<file path="config.mk">
export PLATFORM = sky130hd
export DESIGN_NAME = hit_rate_counters_flat
export DESIGN_NICKNAME = d
export VERILOG_FILES = /design/src/rtl/hit_rate_counters_pkg.sv /design/src/rtl/hit_rate_counters_if.sv /design/src/rtl/hit_rate_counters_sat_counter.sv /design/src/rtl/hit_rate_counters.sv /design/src/flat_wrapper.sv
export SDC_FILE = /design/constraint.sdc
export NUM_CORES = 1
export LEC_CHECK = 0
export CAP_MARGIN = 20
export CORE_MARGIN = 2
export CORE_UTILIZATION = 30
export CTS_BUF_LIST = sky130_fd_sc_hd__clkbuf_8 sky130_fd_sc_hd__clkbuf_16
export DETAILED_ROUTE_END_ITERATION = 12
export PLACE_DENSITY = 0.46
export SETUP_SLACK_MARGIN = 0.2
export SYNTH_ARGS = -nofsm -noshare
export SYNTH_HDL_FRONTEND = slang
export SYNTH_SLANG_ARGS = --single-unit
</file>
<file path="constraint.sdc">
create_clock -name clk -period 18.3 [get_ports clk]
set_clock_uncertainty 0.1 [all_clocks]
set_input_delay 2.745 -clock clk [delete_from_list [all_inputs] [get_ports clk]]
set_output_delay 2.745 -clock clk [all_outputs]
set_load 0.01 [all_outputs]
</file>
<file path="src/rtl/hit_rate_counters_pkg.sv">
// Shared definitions for the hit-rate counter bank and the JTAG side that reads it.
package hit_rate_counters_pkg;

  // Default bank geometry: 14 channels of 16 bits fill the 224-bit hcounters bus.
  localparam int N_CH     = 14;
  localparam int CNT_W    = 16;
  localparam int GATE_LEN = 40000000;
  localparam int WIN_W    = 26;
  localparam int HCNT_W   = N_CH * CNT_W;

  // TAP instruction that captures hcounters; kept here so both sides use the same code.
  localparam int unsigned TAP_CNREAD = 17;

  // Bit offset of channel k inside the hcounters bus.
  function automatic int ch_offset(input int k, input int cnt_w);
    return k * cnt_w;
  endfunction

endpackage

</file>
<file path="src/rtl/hit_rate_counters_if.sv">
// Bundle of the counter bank's data-path signals. The master side supplies hits
// and TCK-domain controls; the slave side (the counter bank) returns the snapshot.
interface hit_rate_counters_if #(
  parameter int N_CH  = hit_rate_counters_pkg::N_CH,
  parameter int CNT_W = hit_rate_counters_pkg::CNT_W
) ();

  logic [N_CH-1:0]       hit;
  logic                  input_dis;
  logic                  clr_tgl;
  logic [N_CH*CNT_W-1:0] hcounters;
  logic [N_CH-1:0]       ovf;
  logic                  snap_stb;

  modport master (
    output hit,
    output input_dis,
    output clr_tgl,
    input  hcounters,
    input  ovf,
    input  snap_stb
  );

  modport slave (
    input  hit,
    input  input_dis,
    input  clr_tgl,
    output hcounters,
    output ovf,
    output snap_stb
  );

endinterface

</file>
<file path="src/rtl/hit_rate_counters_sat_counter.sv">
// One channel's saturating accumulator with a sticky "saturated this window" flag.
// sat_set also reflects an increment attempted at the ceiling in the current cycle,
// so a snapshot taken on that same edge still reports the overflow.
module sat_counter #(
  parameter int CNT_W = 16
) (
  input  logic             clk,
  input  logic             rst,
  input  logic             clr,
  input  logic             inc,
  input  logic             load_zero,
  output logic [CNT_W-1:0] q,
  output logic             sat_set
);

  logic [CNT_W-1:0] r_acc;
  logic             r_sat;
  logic             w_at_max;

  assign w_at_max = (r_acc == '1);

  // Accumulate increments until the ceiling; remember any increment lost to saturation.
  always_ff @(posedge clk or posedge rst) begin
    if (rst) begin
      r_acc <= '0;
      r_sat <= 1'b0;
    end else if (clr || load_zero) begin
      r_acc <= '0;
      r_sat <= 1'b0;
    end else if (inc) begin
      if (w_at_max) begin
        r_sat <= 1'b1;
      end else begin
        r_acc <= r_acc + CNT_W'(1);
      end
    end
  end

  assign q       = r_acc;
  assign sat_set = r_sat | (inc & w_at_max);

endmodule

</file>
<file path="src/rtl/hit_rate_counters.sv">
// Per-channel hit-rate counter bank: counts hits over a fixed gate window and
// publishes a snapshot that only changes at window boundaries or on a clear.
module hit_rate_counters #(
  parameter int N_CH     = hit_rate_counters_pkg::N_CH,
  parameter int CNT_W    = hit_rate_counters_pkg::CNT_W,
  parameter int GATE_LEN = hit_rate_counters_pkg::GATE_LEN,
  parameter int WIN_W    = hit_rate_counters_pkg::WIN_W
) (
  input logic                clk,
  input logic                rst,
  hit_rate_counters_if.slave bus
);
  import hit_rate_counters_pkg::*;

  localparam int              HC_W     = N_CH * CNT_W;
  localparam logic [WIN_W-1:0] WIN_LAST = WIN_W'(GATE_LEN - 1);

  logic             r_dis_q1;
  logic             r_dis_q2;
  logic             r_clr_q1;
  logic             r_clr_q2;
  logic             r_clr_q3;
  logic             w_dis_s;
  logic             w_clr_p;
  logic             w_win_end;
  logic [WIN_W-1:0] r_wcnt;
  logic [N_CH-1:0]  w_inc;
  logic [N_CH-1:0]  w_sat_set;
  logic [HC_W-1:0]  w_snap_val;
  logic [HC_W-1:0]  r_hcounters;
  logic [N_CH-1:0]  r_ovf;
  logic             r_snap_stb;

  // Bring the TCK-domain disable level and clear toggle into clk.
  always_ff @(posedge clk or posedge rst) begin
    if (rst) begin
      r_dis_q1 <= 1'b0;
      r_dis_q2 <= 1'b0;
      r_clr_q1 <= 1'b0;
      r_clr_q2 <= 1'b0;
      r_clr_q3 <= 1'b0;
    end else begin
      r_dis_q1 <= bus.input_dis;
      r_dis_q2 <= r_dis_q1;
      r_clr_q1 <= bus.clr_tgl;
      r_clr_q2 <= r_clr_q1;
      r_clr_q3 <= r_clr_q2;
    end
  end

  assign w_dis_s   = r_dis_q2;
  assign w_clr_p   = r_clr_q2 ^ r_clr_q3;
  assign w_win_end = (r_wcnt == WIN_LAST);

  // Gate window counter; a clear restarts the window from zero.
  always_ff @(posedge clk or posedge rst) begin
    if (rst) begin
      r_wcnt <= '0;
    end else if (w_clr_p || w_win_end) begin
      r_wcnt <= '0;
    end else begin
      r_wcnt <= r_wcnt + WIN_W'(1);
    end
  end

  genvar gi;
  generate
    for (gi = 0; gi < N_CH; gi++) begin : g_ch
      localparam int OFS = ch_offset(gi, CNT_W);
      logic [CNT_W-1:0] w_q;

      assign w_inc[gi] = bus.hit[gi] & ~w_dis_s;

      sat_counter #(
        .CNT_W(CNT_W)
      ) u_cnt (
        .clk      (clk),
        .rst      (rst),
        .clr      (w_clr_p),
        .inc      (w_inc[gi]),
        .load_zero(w_win_end),
        .q        (w_q),
        .sat_set  (w_sat_set[gi])
      );

      // Value published at window end includes a hit landing in the win_end cycle.
      assign w_snap_val[OFS +: CNT_W] = (w_inc[gi] && (w_q != '1)) ? (w_q + CNT_W'(1)) : w_q;
    end
  endgenerate

  // Snapshot register: loads at window end, zeroes on clear, otherwise holds.
  always_ff @(posedge clk or posedge rst) begin
    if (rst) begin
      r_hcounters <= '0;
      r_ovf       <= '0;
      r_snap_stb  <= 1'b0;
    end else if (w_clr_p) begin
      r_hcounters <= '0;
      r_ovf       <= '0;
      r_snap_stb  <= 1'b0;
    end else if (w_win_end) begin
      r_hcounters <= w_snap_val;
      r_ovf       <= w_sat_set;
      r_snap_stb  <= 1'b1;
    end else begin
      r_snap_stb  <= 1'b0;
    end
  end

  assign bus.hcounters = r_hcounters;
  assign bus.ovf       = r_ovf;
  assign bus.snap_stb  = r_snap_stb;

endmodule

</file>
<file path="src/flat_wrapper.sv">
// flat-port wrapper written by rule: the top's interface ports become plain ports
module hit_rate_counters_flat import hit_rate_counters_pkg::*;
#(
  parameter int N_CH     = hit_rate_counters_pkg::N_CH,
  parameter int CNT_W    = hit_rate_counters_pkg::CNT_W,
  parameter int GATE_LEN = hit_rate_counters_pkg::GATE_LEN,
  parameter int WIN_W    = hit_rate_counters_pkg::WIN_W
)
  (clk, rst, bus_hit, bus_input_dis, bus_clr_tgl, bus_hcounters, bus_ovf, bus_snap_stb);
  hit_rate_counters_if #(.N_CH(N_CH), .CNT_W(CNT_W)) bus_i ();
  input logic clk;
  input logic rst;
  input wire logic [$bits(bus_i.hit)-1:0] bus_hit;
  input wire logic [$bits(bus_i.input_dis)-1:0] bus_input_dis;
  input wire logic [$bits(bus_i.clr_tgl)-1:0] bus_clr_tgl;
  output wire logic [$bits(bus_i.hcounters)-1:0] bus_hcounters;
  output wire logic [$bits(bus_i.ovf)-1:0] bus_ovf;
  output wire logic [$bits(bus_i.snap_stb)-1:0] bus_snap_stb;
  assign bus_i.hit = bus_hit;
  assign bus_i.input_dis = bus_input_dis;
  assign bus_i.clr_tgl = bus_clr_tgl;
  assign bus_hcounters = bus_i.hcounters;
  assign bus_ovf = bus_i.ovf;
  assign bus_snap_stb = bus_i.snap_stb;
  hit_rate_counters #(.N_CH(N_CH), .CNT_W(CNT_W), .GATE_LEN(GATE_LEN), .WIN_W(WIN_W)) u_core (.clk(clk), .rst(rst), .bus(bus_i));
endmodule
</file>
==> results.yml, run 1 <==
floorplan:
  rows: 100
  core-area_um2: 74700
  dieArea_um2: 77900
  io_pins: 257
  dieWidth_um: 279
  start_util: 0.304
  die_y_um: 279
clock_network:
  cts_buffers: 58
  post_cts_buffers: 0
  holdBufCountCts: 0
  cts_resized: 0
  cts.clk_slew.worst_paths_ns: 0.06
  clockRootBuffer: "clkbuf_16"
  insertion_delay_ns: 0.61
  h-tree-depth: 2
  clkSinkCount: 508
  cts_tree: "done"
  cts_buffer_depth: 3
timing:
  tightest_slew_ns: 1.05
  slew_headroom: 0.296
  fin_tns_setup_ns: 0
  fin_crit_sh: 0.263
  drv_slew: 0
  period_needed_ns: 4.81
  final-setup-viol-count: 0
  hold_violations: 0
  rsz0062_at_grt: "no"
  fmax_mhz: 208
logic_synthesis:
  ys_seq_area_frac: 0.560
  synth_ff_type: "dfrtp_1"
  ys_seq_elements: 508
  syn_inst: 2234
  async_flop_share: 1.00
  syn_area_um2: 22700
  syn_nets: 2267
  avgSynthCellArea_um2: 10.2
  ys_types: 56
  yosys_warnings: 0
  synth_edf_count: 0
critical_path:
  cp.arrival_ns: 5.49
  cp_max_fo: 111
  end_kind: "asynchronous set/reset pin"
  cp.required_ns: 18.98
  startpoint_type: "input pin"
  setup.worst_path.class: "input pin to asynchronous set/reset pin"
layout:
  final_nets: 2496
  final_util: 0.379
  syn_to_final_growth_pct: 24.6
  layout.cells.non_filler: 3480
  drive_gt1_frac: 0.0554
grt:
  track_usage: 0.169
  antenna_found_initial: 2
  grt_max_degree: 161
  overflow: 0
  grt_pass1_vias: 17807
  grt_pass1_wl_mm: 105
placement:
  dp_cells: 3369
  hpwl_mm: 43.2
  gp_congestion: 0.818
  io_buffers: 256
detailed_routing:
  drtPass1Iterations: 5
  vias: 17687
  wl_met2_mm: 31.0
  drcViolationCount: 0
  wl_per_cell_um: 19.2
  wirelength_mm: 66.7
  viasPerCell: 5.08
  top_layer: "met4"
  wl_met1_mm: 31.2
  wl_met3_mm: 3.10
  ant_nets: 0
  drt-initial-drc-count: 1027
power_and_ir_drop:
  power.leakage_nw: 11.5
  p_per_area_nw_per_um2: 87.7
  ir_drop_mv: 0.0631
run_status:
  outcome: "finished clean"
min_path:
  min-delay-path-class: "flip-flop to flip-flop"
job:
  drv_cap: 0
critical path, cell delays in order:
cell and delay, ns:
clkdlybuf4s50_1 0.50, inv_8 0.57, buf_4 0.74, buf_4 0.50, buf_16 0.29
cell usage after synthesis, drive strengths merged (27+ instances only):
cell	n	share of area
nor3	77	0.017
nand2	100	0.017
inv	31	0.0051
nand4	89	0.025
and3	31	0.0085
o2bb2ai	51	0.020
dfrtp	508	0.56
clkbuf	62	0.010
nand3	70	0.015
xor2	56	0.022
buf	50	0.015
a21oi	182	0.040
o21ai	173	0.038
xnor2	144	0.056
nor4	52	0.015
mux2i	27	0.012
nor2	329	0.054
layer usage:
metal	vias up	track usage
met3	74	0.0332
met1	8874	0.232
li1	8434	-
met4	0	0.0386
met5	-	0
met2	305	0.276
registers in the layout, indices dropped and copies added (netlist names):
signal	flops
u_core.bus.hcounters	224
u_core.g_ch.u_cnt.q	224
u_core.r_wcnt	26
u_core.bus.ovf	14
u_core.g_ch.u_cnt.r_sat	14
u_core.bus.snap_stb	1
u_core.r_clr_q1	1
u_core.r_clr_q2	1
u_core.r_clr_q3	1
u_core.r_dis_q1	1
u_core.r_dis_q2	1
cells by family after synthesis:
kind of cell	count (synthesis)	share of synthesized area
and+or+nand+nor	866	0.190
DFF	508	0.560
AOI/OAI and AO/OA	474	0.122
xor gates and xnor gates	200	0.0771
buffers and inverters	143	0.0303
muxes	28	0.0124
adders and majority gates	15	0.00826
layout make-up:
cell class                      count  area (um2)
Sequential cell                   508       12700
Antenna cell                        1        2.50
Multi-Input combinational cell   1583        9380
Clock inverter                     38         444
Tap cell                          969        1210
Clock buffer                       69        1610
Fill cell                        7297       46400
Inverter                           31         124
Timing Repair Buffer              281        2810
through the flow:
stage          hold slack [ns]  worst slack (ns)  cell area (um2)  power [mW]
2_1_floorplan            0.231              1.27            22700        1.23
3_3_place_gp             0.242             12.47            26200        1.26
3_5_place_dp             0.241             12.41            26200        1.26
4_1_cts                  0.257             13.06            28200        2.53
5_1_grt                  0.273             13.16            28300        2.59
6_report                 0.261             13.49            28300        2.48
path summary, 6_finish.rpt:
kind                                                  from  slack, ns  cells past startpoint                                      to
worst max-delay path                                   rst      13.49                      5   u_core.g_ch[9].u_cnt.q[9]$_DFFE_PP0P_
worst min-delay path             u_core.r_clr_q1$_DFF_PP0_       0.26                      0               u_core.r_clr_q2$_DFF_PP0_
worst max register to register  u_core.r_wcnt[0]$_DFF_PP0_      14.17                      7  u_core.g_ch[12].u_cnt.q[3]$_DFFE_PP0P_
worst min register to register   u_core.r_clr_q1$_DFF_PP0_       0.26                      0               u_core.r_clr_q2$_DFF_PP0_
max in group clk                               bus_hit[13]      13.78                      6   u_core.bus.hcounters[223]$_DFFE_PP0P_
min in group asynchronous                              rst       2.59                      2    u_core.bus.hcounters[36]$_DFFE_PP0P_
report_power, final:
part / internal [mW] / switching (mW) / total (mW)
clock network: 0.764 / 0.478 / 1.24
logic: 0.0208 / 0.0792 / 0.100
registers: 1.13 / 0.00931 / 1.14
cells in the final DEF, fill, tap and decap left out, drive strengths merged, types with 5 or more instances in the layout:
cell type	n
nand3b	5
xor2	56
mux2i	27
a31oi	9
bufinv	10
nand2b	10
nor2b	16
and4	20
nor3b	8
and2	6
or4	7
and4b	7
nand4	89
or3	17
nor4	52
a211oi	25
nand3	70
nand2	100
nand4b	6
o21ai	173
nor3	77
a21oi	182
ha	15
dfrtp	508
buf	23
o211ai	7
and3	31
inv	44
nor2	329
xnor2	144
clkdlybuf4s50	256
o2bb2ai	51
clkinv	11
nor4b	9
clkbuf	70
Power figures use the tool's default switching activity.
==> run 2: changes to the inputs <==
PLACE_DENSITY = 0.48   (was 0.46)
clock period = 4.3 ns   (was 18.3 ns; I/O delays follow)
==> run 2 against run 1 <==
Net effect:
- sequential power grew to 4.3 times the previous value
- via count is 1.2% higher
- first-iteration DRC count is 8.4% higher
- largest power group unchanged
- routed wire length is 0.51% higher
- die area stayed put
- critical endpoint is now u_core.bus.hcounters[221]$_DFFE_PP0P_
==> results.yml, run 2 (synthesis gave the netlist of run 1 again) <==
run_status:
  outcome: "finished clean"
clock_network:
  cts_buffers: 58
  h-tree-depth: 2
  clockRootBuffer: "clkbuf_16"
  holdBufCountCts: 0
  insertion_delay_ns: 0.62
  clkSinkCount: 508
  cts_tree: "done"
  cts_buffer_depth: 3
  post_cts_buffers: 0
  cts.clk_slew.worst_paths_ns: 0.06
  cts_resized: 0
layout:
  final_nets: 2502
  layout.cells.non_filler: 3487
  syn_to_final_growth_pct: 25.3
  final_cell_mix: "dfrtp_1 (507), nor2_1 (328), clkdlybuf4s50_1 (256)"
  fillers: 7257
  multi_input_area_um2: 9380
  drive_gt1_frac: 0.0560
  final_common_cell: "dfrtp_1"
  register_area_um2: 12700
  final_util: 0.381
min_path:
  min-delay-path-class: "flip-flop to flip-flop"
timing:
  tightest_slew_ns: 1.11
  hold_violations: 0
  period_needed_ns: 3.04
  drv_slew: 0
  slew_headroom: 0.255
  final-setup-viol-count: 0
  fin_crit_sh: 0.707
  fmax_mhz: 329
  rsz0062_at_grt: "no"
critical_path:
  crit_slowest_cell: "or4_2"
  cp_max_fo: 26
  end_kind: "flip-flop"
  cp.arrival_ns: 3.49
  setup.worst_path.class: "flip-flop to flip-flop"
  startpoint_type: "flip-flop"
  path_cells: "nand2_1 -> or4_1 -> or4_2 -> buf_4 -> nor3_1 -> a21o_1"
  rrSetupSlack_ns: 1.26
  cp.required_ns: 4.75
  slowest_delay_ns: 0.99
grt:
  grt_pass1_vias: 18186
  antenna_found_initial: 3
  track_usage: 0.171
  grt_max_degree: 202
  overflow: 0
  grt_pass1_wl_mm: 107
detailed_routing:
  viasPerCell: 5.13
  drcViolationCount: 0
  drtPass1Iterations: 5
  ant_nets: 0
  drt-initial-drc-count: 1113
  vias: 17900
  wirelength_mm: 67.0
  wl_per_cell_um: 19.2
floorplan:
  rows: 100
  io_pins: 257
  core-area_um2: 74700
  die_y_um: 279
  dieArea_um2: 77900
  start_util: 0.304
  dieWidth_um: 279
power_and_ir_drop:
  ir_drop_mv: 0.347
  power.leakage_nw: 11.6
  p_per_area_nw_per_um2: 378
job:
  drv_cap: 0
placement:
  dp_cells: 3377
  io_buffers: 256
  hpwl_mm: 44.7
  gp_congestion: 0.851
## run 2: cell types whose count changed in the layout (fill, tap and decap cells not counted), sizes merged
cell           previous run  this run
buf                      23        30
inv                      44        45
clkinvlp                  4         2
bufinv                   10        12
clkdlybuf4s18             1         0
diode                     1         2
clkinv                   11        10
## run 2: layout make-up
type                       count  share of cell area
antenna                        2            0.000176
clock buffer                  69              0.0575
clock inverter                38              0.0167
inverter                      31             0.00422
multi-input combinational   1583               0.329
sequential                   508               0.446
tap                          969              0.0426
timing repair buffer         287               0.103
## run 2: worst max-delay path, delay by kind of cell, from the launching register on
| kind | cells | cell delay, ns |
|---|---|---|
| compound gates | 1 | 0.11 |
| buf+inv | 1 | 0.38 |
| simple gates | 4 | 1.88 |
| flops | 1 | 0.44 |
## run 2: power breakdown
| group | switching (mW) | internal (mW) | total [mW] |
|---|---|---|---|
| registers | 0.0393 | 4.81 | 4.85 |
| clock network | 2.05 | 3.40 | 5.45 |
| logic | 0.342 | 0.107 | 0.449 |
## run 2: metrics by stage
stage	cell area, um2	TNS, ns	hold WS (ns)	setup WS [ns]	power (mW)
floorplan	22700	-1697.42	0.231	-3.34	5.24
global placement	26300	0	0.241	1.27	5.40
detailed placement	26400	0	0.239	1.29	5.40
CTS	28500	0	0.253	1.25	10.9
global route	28500	0	0.266	1.08	11.2
finish	28500	0	0.250	1.26	10.8
## run 2: per-layer routing
metal	part of all wire	wire, um	track usage
met1	0.46	30700	0.236
met2	0.47	31200	0.275
met3	0.053	3560	0.0315
met4	0.024	1580	0.0456
met5	0	0	0
## run 2: final timing paths
| check | startpoint | to | depth (start not counted) |
|---|---|---|---|
| setup / recovery | u_core.r_wcnt[21]$_DFF_PP0_ | u_core.bus.hcounters[221]$_DFFE_PP0P_ | 6 |
| hold / removal | u_core.r_clr_q1$_DFF_PP0_ | u_core.r_clr_q2$_DFF_PP0_ | 0 |
| setup reg to reg | u_core.r_wcnt[21]$_DFF_PP0_ | u_core.bus.hcounters[221]$_DFFE_PP0P_ | 6 |
| hold reg to reg | u_core.r_clr_q1$_DFF_PP0_ | u_core.r_clr_q2$_DFF_PP0_ | 0 |
| max in group asynchronous | rst | u_core.bus.hcounters[161]$_DFFE_PP0P_ | 4 |
| min in group asynchronous | rst | u_core.bus.hcounters[40]$_DFFE_PP0P_ | 2 |
